`config.mk`:
```
export PLATFORM = sky130hd
export DESIGN_NAME = disp_scan_ctrl
export DESIGN_NICKNAME = d
export VERILOG_FILES = /design/src/rtl/disp_scan_ctrl.sv
export SDC_FILE = /design/constraint.sdc
export NUM_CORES = 1
export LEC_CHECK = 0
export BUFFER_PORTS_ARGS = -buffer_cell sky130_fd_sc_hd__buf_2
export CAP_MARGIN = 20
export CORE_MARGIN = 3
export CORE_UTILIZATION = 60
export DETAILED_ROUTE_END_ITERATION = 6
export PLACE_DENSITY = 0.84
export SYNTH_ARGS = -nofsm -noshare
export SYNTH_HDL_FRONTEND = slang
export SYNTH_SLANG_ARGS = --single-unit
export TNS_END_PERCENT = 1
```
`constraint.sdc`:
```
create_clock -name clk -period 7 [get_ports clk]
set_clock_uncertainty 0.1 [all_clocks]
set_input_delay 1.05 -clock clk [delete_from_list [all_inputs] [get_ports clk]]
set_output_delay 1.05 -clock clk [all_outputs]
set_load 0.02 [all_outputs]
```
`src/rtl/disp_scan_ctrl.sv`:
```
// Purpose: scan sequencer for a 4-digit seven-segment mux with a double-buffered frame, blink and optional LZ blanking.
// Latency: an accepted update becomes visible at the next frame boundary, at most 4*SCAN_DIV cycles after transfer.
// Backpressure: upd_ready drops while an update is pending and rises again on the cycle after it commits.
//
// Ports:
//   clk, rst                 single clock, synchronous active-high reset
//   upd_valid / upd_ready    update handshake into the one-deep pending buffer
//   upd_hexs/point/les/blink update payload: 4 hex digits ([3:0] = digit 0), points, blank and blink enables
//   Scan                     digit select to the mux
//   Hexs, Point, Les         active digit data, points and effective blank enables
//   frame_done               one-cycle pulse on the cycle after the last slot of a frame ends
// Build option: define DISP_LZ_BLANK_EN to add leading-zero blanking of digits 3..1.
module disp_scan_ctrl #(
    parameter int SCAN_DIV     = 100000,
    parameter int DIV_W        = 17,
    parameter int BLINK_FRAMES = 250,
    parameter int BLINK_W      = 8
) (
    input  logic        clk,
    input  logic        rst,
    input  logic        upd_valid,
    output logic        upd_ready,
    input  logic [15:0] upd_hexs,
    input  logic [3:0]  upd_point,
    input  logic [3:0]  upd_les,
    input  logic [3:0]  upd_blink,
    output logic [1:0]  Scan,
    output logic [15:0] Hexs,
    output logic [3:0]  Point,
    output logic [3:0]  Les,
    output logic        frame_done
);

    logic [DIV_W-1:0]   r_div_cnt;
    logic [1:0]         r_scan;
    logic               r_frame_done;

    logic               r_pend_full;
    logic [15:0]        r_pend_hexs;
    logic [3:0]         r_pend_point;
    logic [3:0]         r_pend_les;
    logic [3:0]         r_pend_blink;

    logic [15:0]        r_act_hexs;
    logic [3:0]         r_act_point;
    logic [3:0]         r_act_les;
    logic [3:0]         r_act_blink;

    logic [BLINK_W-1:0] r_frame_cnt;
    logic               r_blink_phase;

    logic               w_tick;
    logic               w_frame_end;
    logic               w_xfer;
    logic               w_commit;
    logic [3:0]         w_les_blink;

    assign w_tick      = (r_div_cnt == DIV_W'(SCAN_DIV - 1));
    assign w_frame_end = w_tick && (r_scan == 2'd3);
    assign upd_ready   = !r_pend_full;
    assign w_xfer      = upd_valid && !r_pend_full;
    // Commit and transfer are mutually exclusive: commit needs a full buffer, transfer an empty one.
    // A transfer landing on frame_end therefore waits for the following boundary.
    assign w_commit    = w_frame_end && r_pend_full;

    always_ff @(posedge clk) begin
        if (rst) begin
            r_div_cnt     <= '0;
            r_scan        <= 2'd0;
            r_frame_done  <= 1'b0;
            r_pend_full   <= 1'b0;
            r_pend_hexs   <= 16'h0000;
            r_pend_point  <= 4'h0;
            r_pend_les    <= 4'hF;
            r_pend_blink  <= 4'h0;
            r_act_hexs    <= 16'h0000;
            r_act_point   <= 4'h0;
            r_act_les     <= 4'hF;
            r_act_blink   <= 4'h0;
            r_frame_cnt   <= '0;
            r_blink_phase <= 1'b0;
        end else begin
            r_div_cnt    <= w_tick ? '0 : r_div_cnt + DIV_W'(1);
            if (w_tick) begin
                r_scan <= r_scan + 2'd1;
            end
            r_frame_done <= w_frame_end;

            if (w_commit) begin
                r_act_hexs  <= r_pend_hexs;
                r_act_point <= r_pend_point;
                r_act_les   <= r_pend_les;
                r_act_blink <= r_pend_blink;
                r_pend_full <= 1'b0;
            end else if (w_xfer) begin
                r_pend_hexs  <= upd_hexs;
                r_pend_point <= upd_point;
                r_pend_les   <= upd_les;
                r_pend_blink <= upd_blink;
                r_pend_full  <= 1'b1;
            end

            // Blink phase free-runs on frame count; commits deliberately leave it alone.
            if (w_frame_end) begin
                if (r_frame_cnt == BLINK_W'(BLINK_FRAMES - 1)) begin
                    r_frame_cnt   <= '0;
                    r_blink_phase <= ~r_blink_phase;
                end else begin
                    r_frame_cnt <= r_frame_cnt + BLINK_W'(1);
                end
            end
        end
    end

    assign Scan        = r_scan;
    assign Hexs        = r_act_hexs;
    assign Point       = r_act_point;
    assign frame_done  = r_frame_done;
    assign w_les_blink = r_act_les | (r_act_blink & {4{r_blink_phase}});

`ifdef DISP_LZ_BLANK_EN
    logic       w_z3;
    logic       w_z2;
    logic       w_z1;
    logic [3:0] w_lz;

    assign w_z3 = (r_act_hexs[15:12] == 4'h0);
    assign w_z2 = (r_act_hexs[11:8]  == 4'h0);
    assign w_z1 = (r_act_hexs[7:4]   == 4'h0);
    // A digit is a leading zero only if it and every more-significant digit are zero; digit 0 always shows.
    assign w_lz = {w_z3, w_z3 & w_z2, w_z3 & w_z2 & w_z1, 1'b0};
    assign Les  = w_les_blink | w_lz;
`else
    assign Les  = w_les_blink;
`endif

endmodule
```
Yosys cells after proc, flatten, opt, wreduce, memory -nomap -nowiden
Index checks and enable logic that the tools add are counted.
{ "totals": {"ff_bits": 86, "in_bits": 31, "elab_cells": 33} }
{ "classes": {"n_addsub": 3, "n_eq_ne": 3, "mux": 1, "n_bitwise": 4, "reduce_logical": 8} }
{ "op_table": {"columns": ["cell", "n"], "rows": [
  ["17-bit by 1-bit adder with 17-bit output (second input constant)", 1],
  ["17-bit equality test (second input constant)", 1],
  ["8-bit by 1-bit adder with 8-bit output (second input constant)", 1],
  ["8-bit equality test (second input constant)", 1],
  ["8-bit two-way mux", 1],
  ["4-bit AND", 1],
  ["4-bit bitwise OR", 1],
  ["2-bit AND reduction", 2],
  ["2-bit OR reduction", 2],
  ["1-bit logical AND", 3],
  ["2-bit by 1-bit adder with 2-bit output (second input constant)", 1],
  ["2-bit equality test (second input constant)", 1],
  ["1-bit inverter", 2],
  ["1-bit logical NOT", 1]
]} }

Depth between registers and ports, before layout
{ "logic_depth": {"depth_word": 5, "depth_mapped": 8, "mapped_depth_nobuf": 6} }

Worst setup path after synthesis
Ideal clock, no wire load.
{ "synth_timing": {"kind": "register to register", "from": "reg r_div_cnt[0]", "to": "reg r_act_hexs[8], in the netlist Hexs[8]", "arrival_time_ns": 1.979, "t_required_ns": 6.768, "path_slack_ns": 4.789, "stages_incl_launch_ff": 9, "path_cell_list": "dfxtp_1 -> ha_1 -> clkbuf_1 -> nand4b_1 -> or4_4 -> buf_2 -> buf_2 -> o31ai_1 -> a21oi_1"} }
{ "synth_between": {"elab_chain_cells": 3} }
{ "synth_lines": {"columns": ["item", "line_no", "text"], "rows": [
  ["start: declaration", "34", "logic [DIV_W-1:0] r_div_cnt;"],
  ["start signal: assignment", "83", "r_div_cnt <= w_tick ? '0 : r_div_cnt + DIV_W'(1);"],
  ["17-bit equality test", "58", "assign w_tick = (r_div_cnt == DIV_W'(SCAN_DIV - 1));"],
  ["1-bit logical AND", "59", "assign w_frame_end = w_tick && (r_scan == 2'd3);"],
  ["1-bit logical AND", "64", "assign w_commit = w_frame_end && r_pend_full;"],
  ["end signal: assignment", "90", "r_act_hexs <= r_pend_hexs;"],
  ["end: declaration", "44", "logic [15:0] r_act_hexs;"]
]} }
No other way between the ends.
A chain may end at the register's enable or synchronous reset.

Final worst setup path
{ "layout_timing": {"from": "reg r_div_cnt[0]", "to": "reg r_div_cnt[7]"} }
{ "layout_between": {"elab_chain_cells": 2, "elab_cells_between_ends": 3, "cone_classes": "add/sub (1); eq/ne (1); reduce/logical (1)"} }
{ "layout_lines": {"columns": ["item"], "rows": [
  ["parallel branches: the longest is 2 deep, another holds 17-bit by 1-bit adder with 17-bit output"]
]} }
Several ways; the timed one is not identified.

==> impl_metrics.json <==
{
  "achievable_frequency_mhz": 350,
  "synth_top_cells_by_area": "dfxtp_1 (47%), a21oi_1 (8.1%), nand2_1 (7.2%), nand4_1 (5.7%), o31ai_1 (5.4%)",
  "clock-sinks": 86,
  "timing.critical_path.arrival_ps": 2950,
  "vdd_drop_max_mv": 0.214,
  "clk-insertion-delay-late_ps": 350,
  "grt_use_met3": 0.0592,
  "final_core_util": 0.737,
  "gate_family_responsible_for_the_most_delay_along_the_worst_path": "simple AND/OR/NAND/NOR gates",
  "power-per-cell-area_mw_per_mm2": 231,
  "cts_tree": "built",
  "die_area_mm2": 0.00703,
  "worst_setup_hold_path_clk_slew_ps": 80,
  "slew-limit-headroom": 0.311,
  "rows": 27,
  "floorplan.io_pins": 59,
  "synth-seq-cells": 86,
  "synth_cell_type_count": 42,
  "worst_slew_pin_slew_ps": 1030,
  "place.gp.congestion": 0.869,
  "htree_levels": 3,
  "antenna_found_initial": 0,
  "max-cap-violations": 0,
  "critical_path_required_ps": 7100,
  "grtUsageTotal": 0.242,
  "endpoint_kind": "register",
  "result_of_the_run": "completed",
  "initialDrtViolationCount": 316,
  "p_leak_nw": 1.54,
  "grtUsageMet1": 0.295,
  "die-width_um": 83.9,
  "floorplan.die.height_um": 83.9,
  "cts_setup_buffers": 0,
  "detailedPlace.worstSlack_ps": 3990,
  "postSynthCellCount": 440,
  "switching_part_of_the_total": 0.216,
  "internal-power_uw": 756,
  "synth_nets": 475,
  "groute.layer.met2.usage": 0.417,
  "fp.coreArea_mm2": 0.00568,
  "grt_remaining_overflow": 0,
  "r2r_start": "r_div_cnt[0]$_SDFF_PP0_",
  "antenna_fix_cells": 0,
  "clock_power_share": 0.424,
  "finalMaxSlewViolations": 0,
  "synth_top_cell_area_share": 0.473,
  "drt-wirelength-per-cell_um": 15.6,
  "setup.worst_path.start_class": "register",
  "first_global_vias": 3197,
  "pwr-share-seq": 0.526,
  "netSwitchingPower_uw": 209,
  "async_flop_share": 0,
  "grt.busiest_layer": "met2",
  "layout-drive-gt1-share": 0.176,
  "grt_first_pass_wirelength_mm": 14.2,
  "cts.hold.buffers_added": 0,
  "dr_total_vias": 3363,
  "route.final.wire_length_mm": 8.65,
  "cp_num_buf_inv": 0,
  "finalSetupViolCount": 0,
  "postLayoutSetupSlackWorst_ps": 4150,
  "cts_buffer_depth": 2,
  "postSynthAreaPerCell_um2": 8.27,
  "final-hold-violation-count": 0,
  "comb_power_share": 0.050,
  "postPlaceCellArea_mm2": 0.00392,
  "sequential_area_share_after_synthesis": 0.473,
  "edff_count_synth": 0,
  "floorplan.initialDensity": 0.641,
  "path_class": "register to register",
  "area_growth_pct": 15.0,
  "clockRootBuffer": "clkbuf_8",
  "cp_max_fo": 30,
  "cpMaxStageDelayCell": "o21ai_1",
  "class_of_the_most_critical_hold_timing_path": "register to register",
  "cts_buffers": 9,
  "cts-resized-gates": 0,
  "final_layout_net_count": 512,
  "crit_path_cell_trace": "ha_1, nand4b_1, or4_4, o21ai_1, nor2_1",
  "drc": 0,
  "largest_area_contributor_in_the_synthesized_netlist": "dfxtp_1",
  "crit_start": "r_div_cnt[0]$_SDFF_PP0_",
  "fillerInstances": 453,
  "syn_area_mm2": 0.00364,
  "setup-tns-final_ps": 0,
  "drt_first_pass_iters": 7,
  "finalCriticalPeriod_ps": 2850,
  "post-route-period-util": 0.408,
  "dp.final_hpwl_mm": 5.53,
  "ant_nets": 0,
  "timing.hold.worst.start": "r_div_cnt[0]$_SDFF_PP0_",
  "largest_net_degree_at_the_start_of_global_routing": 78,
  "viasPerCell": 6.07,
  "port_buffers": 58,
  "synthesis.yosys.warnings": 0,
  "grt_setup_unrepaired": "no",
  "final_design_area_no_fill_mm2": 0.00418,
  "synth-main-ff-cell": "dfxtp_1",
  "critical_path.max_stage_delay_ps": 840
}
-- per-stage QoR --
step / std cells / hold WS [ps] / total power, mW
floorplan: 440 / 314 / 0.548
finish: 554 / 351 / 0.965
global route: 554 / 353 / 1.00
CTS: 553 / 348 / 0.968
detailed placement: 537 / 331 / 0.565
global placement: 537 / 321 / 0.563
-- cell families (layout without fill, tap and decap cells) --
| logic type | count (synthesis) | in the layout | share of synthesized area |
|---|---|---|---|
| fa+ha+maj | 4 | 4 | 0.0138 |
| flops | 86 | 86 | 0.473 |
| simple gates | 176 | 176 | 0.241 |
| compound gates | 110 | 110 | 0.182 |
| xor+xnor | 10 | 10 | 0.0241 |
| mux | 5 | 5 | 0.0141 |
| buf+inv | 49 | 91 | 0.0519 |
-- cell usage after synthesis, types with 3 or more instances --
| master | count |
|---|---|
| buf_1 | 3 |
| nor2_1 | 23 |
| xnor2_1 | 3 |
| nor3_1 | 4 |
| or4_1 | 3 |
| nand3_1 | 13 |
| clkbuf_1 | 31 |
| o32ai_1 | 3 |
| ha_1 | 4 |
| a21o_1 | 4 |
| nand4_1 | 33 |
| and3_1 | 6 |
| a21oi_1 | 59 |
| buf_2 | 4 |
| nand2_1 | 70 |
| inv_1 | 11 |
| or3_1 | 8 |
| xor2_1 | 7 |
| nand3b_1 | 3 |
| o31ai_1 | 26 |
| mux2i_1 | 4 |
| o21ai_0 | 9 |
| dfxtp_1 | 86 |
-- metal layers --
layer	share of wire	vias to the layer above
met1	0.43	1567
li1	-	1651
met4	0.012	0
met5	0	-
met3	0.067	13
met2	0.49	132
-- cell type report --
type	instances	area, um2	share of cell area
Clock buffer	10	128	0.0305
Timing Repair Buffer	64	355	0.0850
Tap cell	72	90.1	0.0215
Inverter	11	41.3	0.00987
Sequential cell	86	1720	0.412
Clock inverter	6	110	0.0263
Multi-Input combinational cell	305	1740	0.415
-- path summary, 6_finish.rpt --
check	end	slack [ps]	cells after the start
worst max-delay path	r_div_cnt[7]$_SDFF_PP0_	4150	5
worst min-delay path	r_div_cnt[0]$_SDFF_PP0_	350	1
worst max register to register	r_div_cnt[7]$_SDFF_PP0_	4150	5
worst min register to register	r_div_cnt[0]$_SDFF_PP0_	350	1
-- worst register-to-register path, stage by stage, from the launching register on --
cell and delay (ps):
dfxtp_1 350, ha_1 320, nand4b_1 220, or4_4 750, o21ai_1 840, nor2_1 120
-- power by group through the flow --
stage	registers, mW	logic [mW]	clock network (mW)
after detailed placement	0.519	0.0452	0
after global routing	0.510	0.0543	0.437
after floorplan	0.517	0.0302	0
after CTS	0.508	0.0457	0.414
after global placement	0.519	0.0440	0
final	0.508	0.0481	0.409
-- state kept, by name, summed over array words and instances, names as in the netlist, 8 cells and up --
name,cells
r_div_cnt,17
r_pend_hexs,16
r_frame_cnt,8
Hexs,16
-- placed cells by master (no fill, tap or decap), drive strengths merged, types with 2 or more instances in the layout --
master and instances:
or3 8, o32ai 3, xor2 7, a21o 4, o21ai 10, buf 64
or4 4, ha 4, inv 11, a21oi 59, nor3 4, a211oi 2
clkbuf 10, nand3b 3, bufinv 3, and2 2, nor2b 2, o31ai 26
and4 2, mux2i 4, clkinvlp 2, nand4b 2, and3 6, dfxtp 86
nand3 13, nand2 70, nor2 23, nand4 33, xnor2 3
Note: power is estimated with default switching activity, not from simulation.
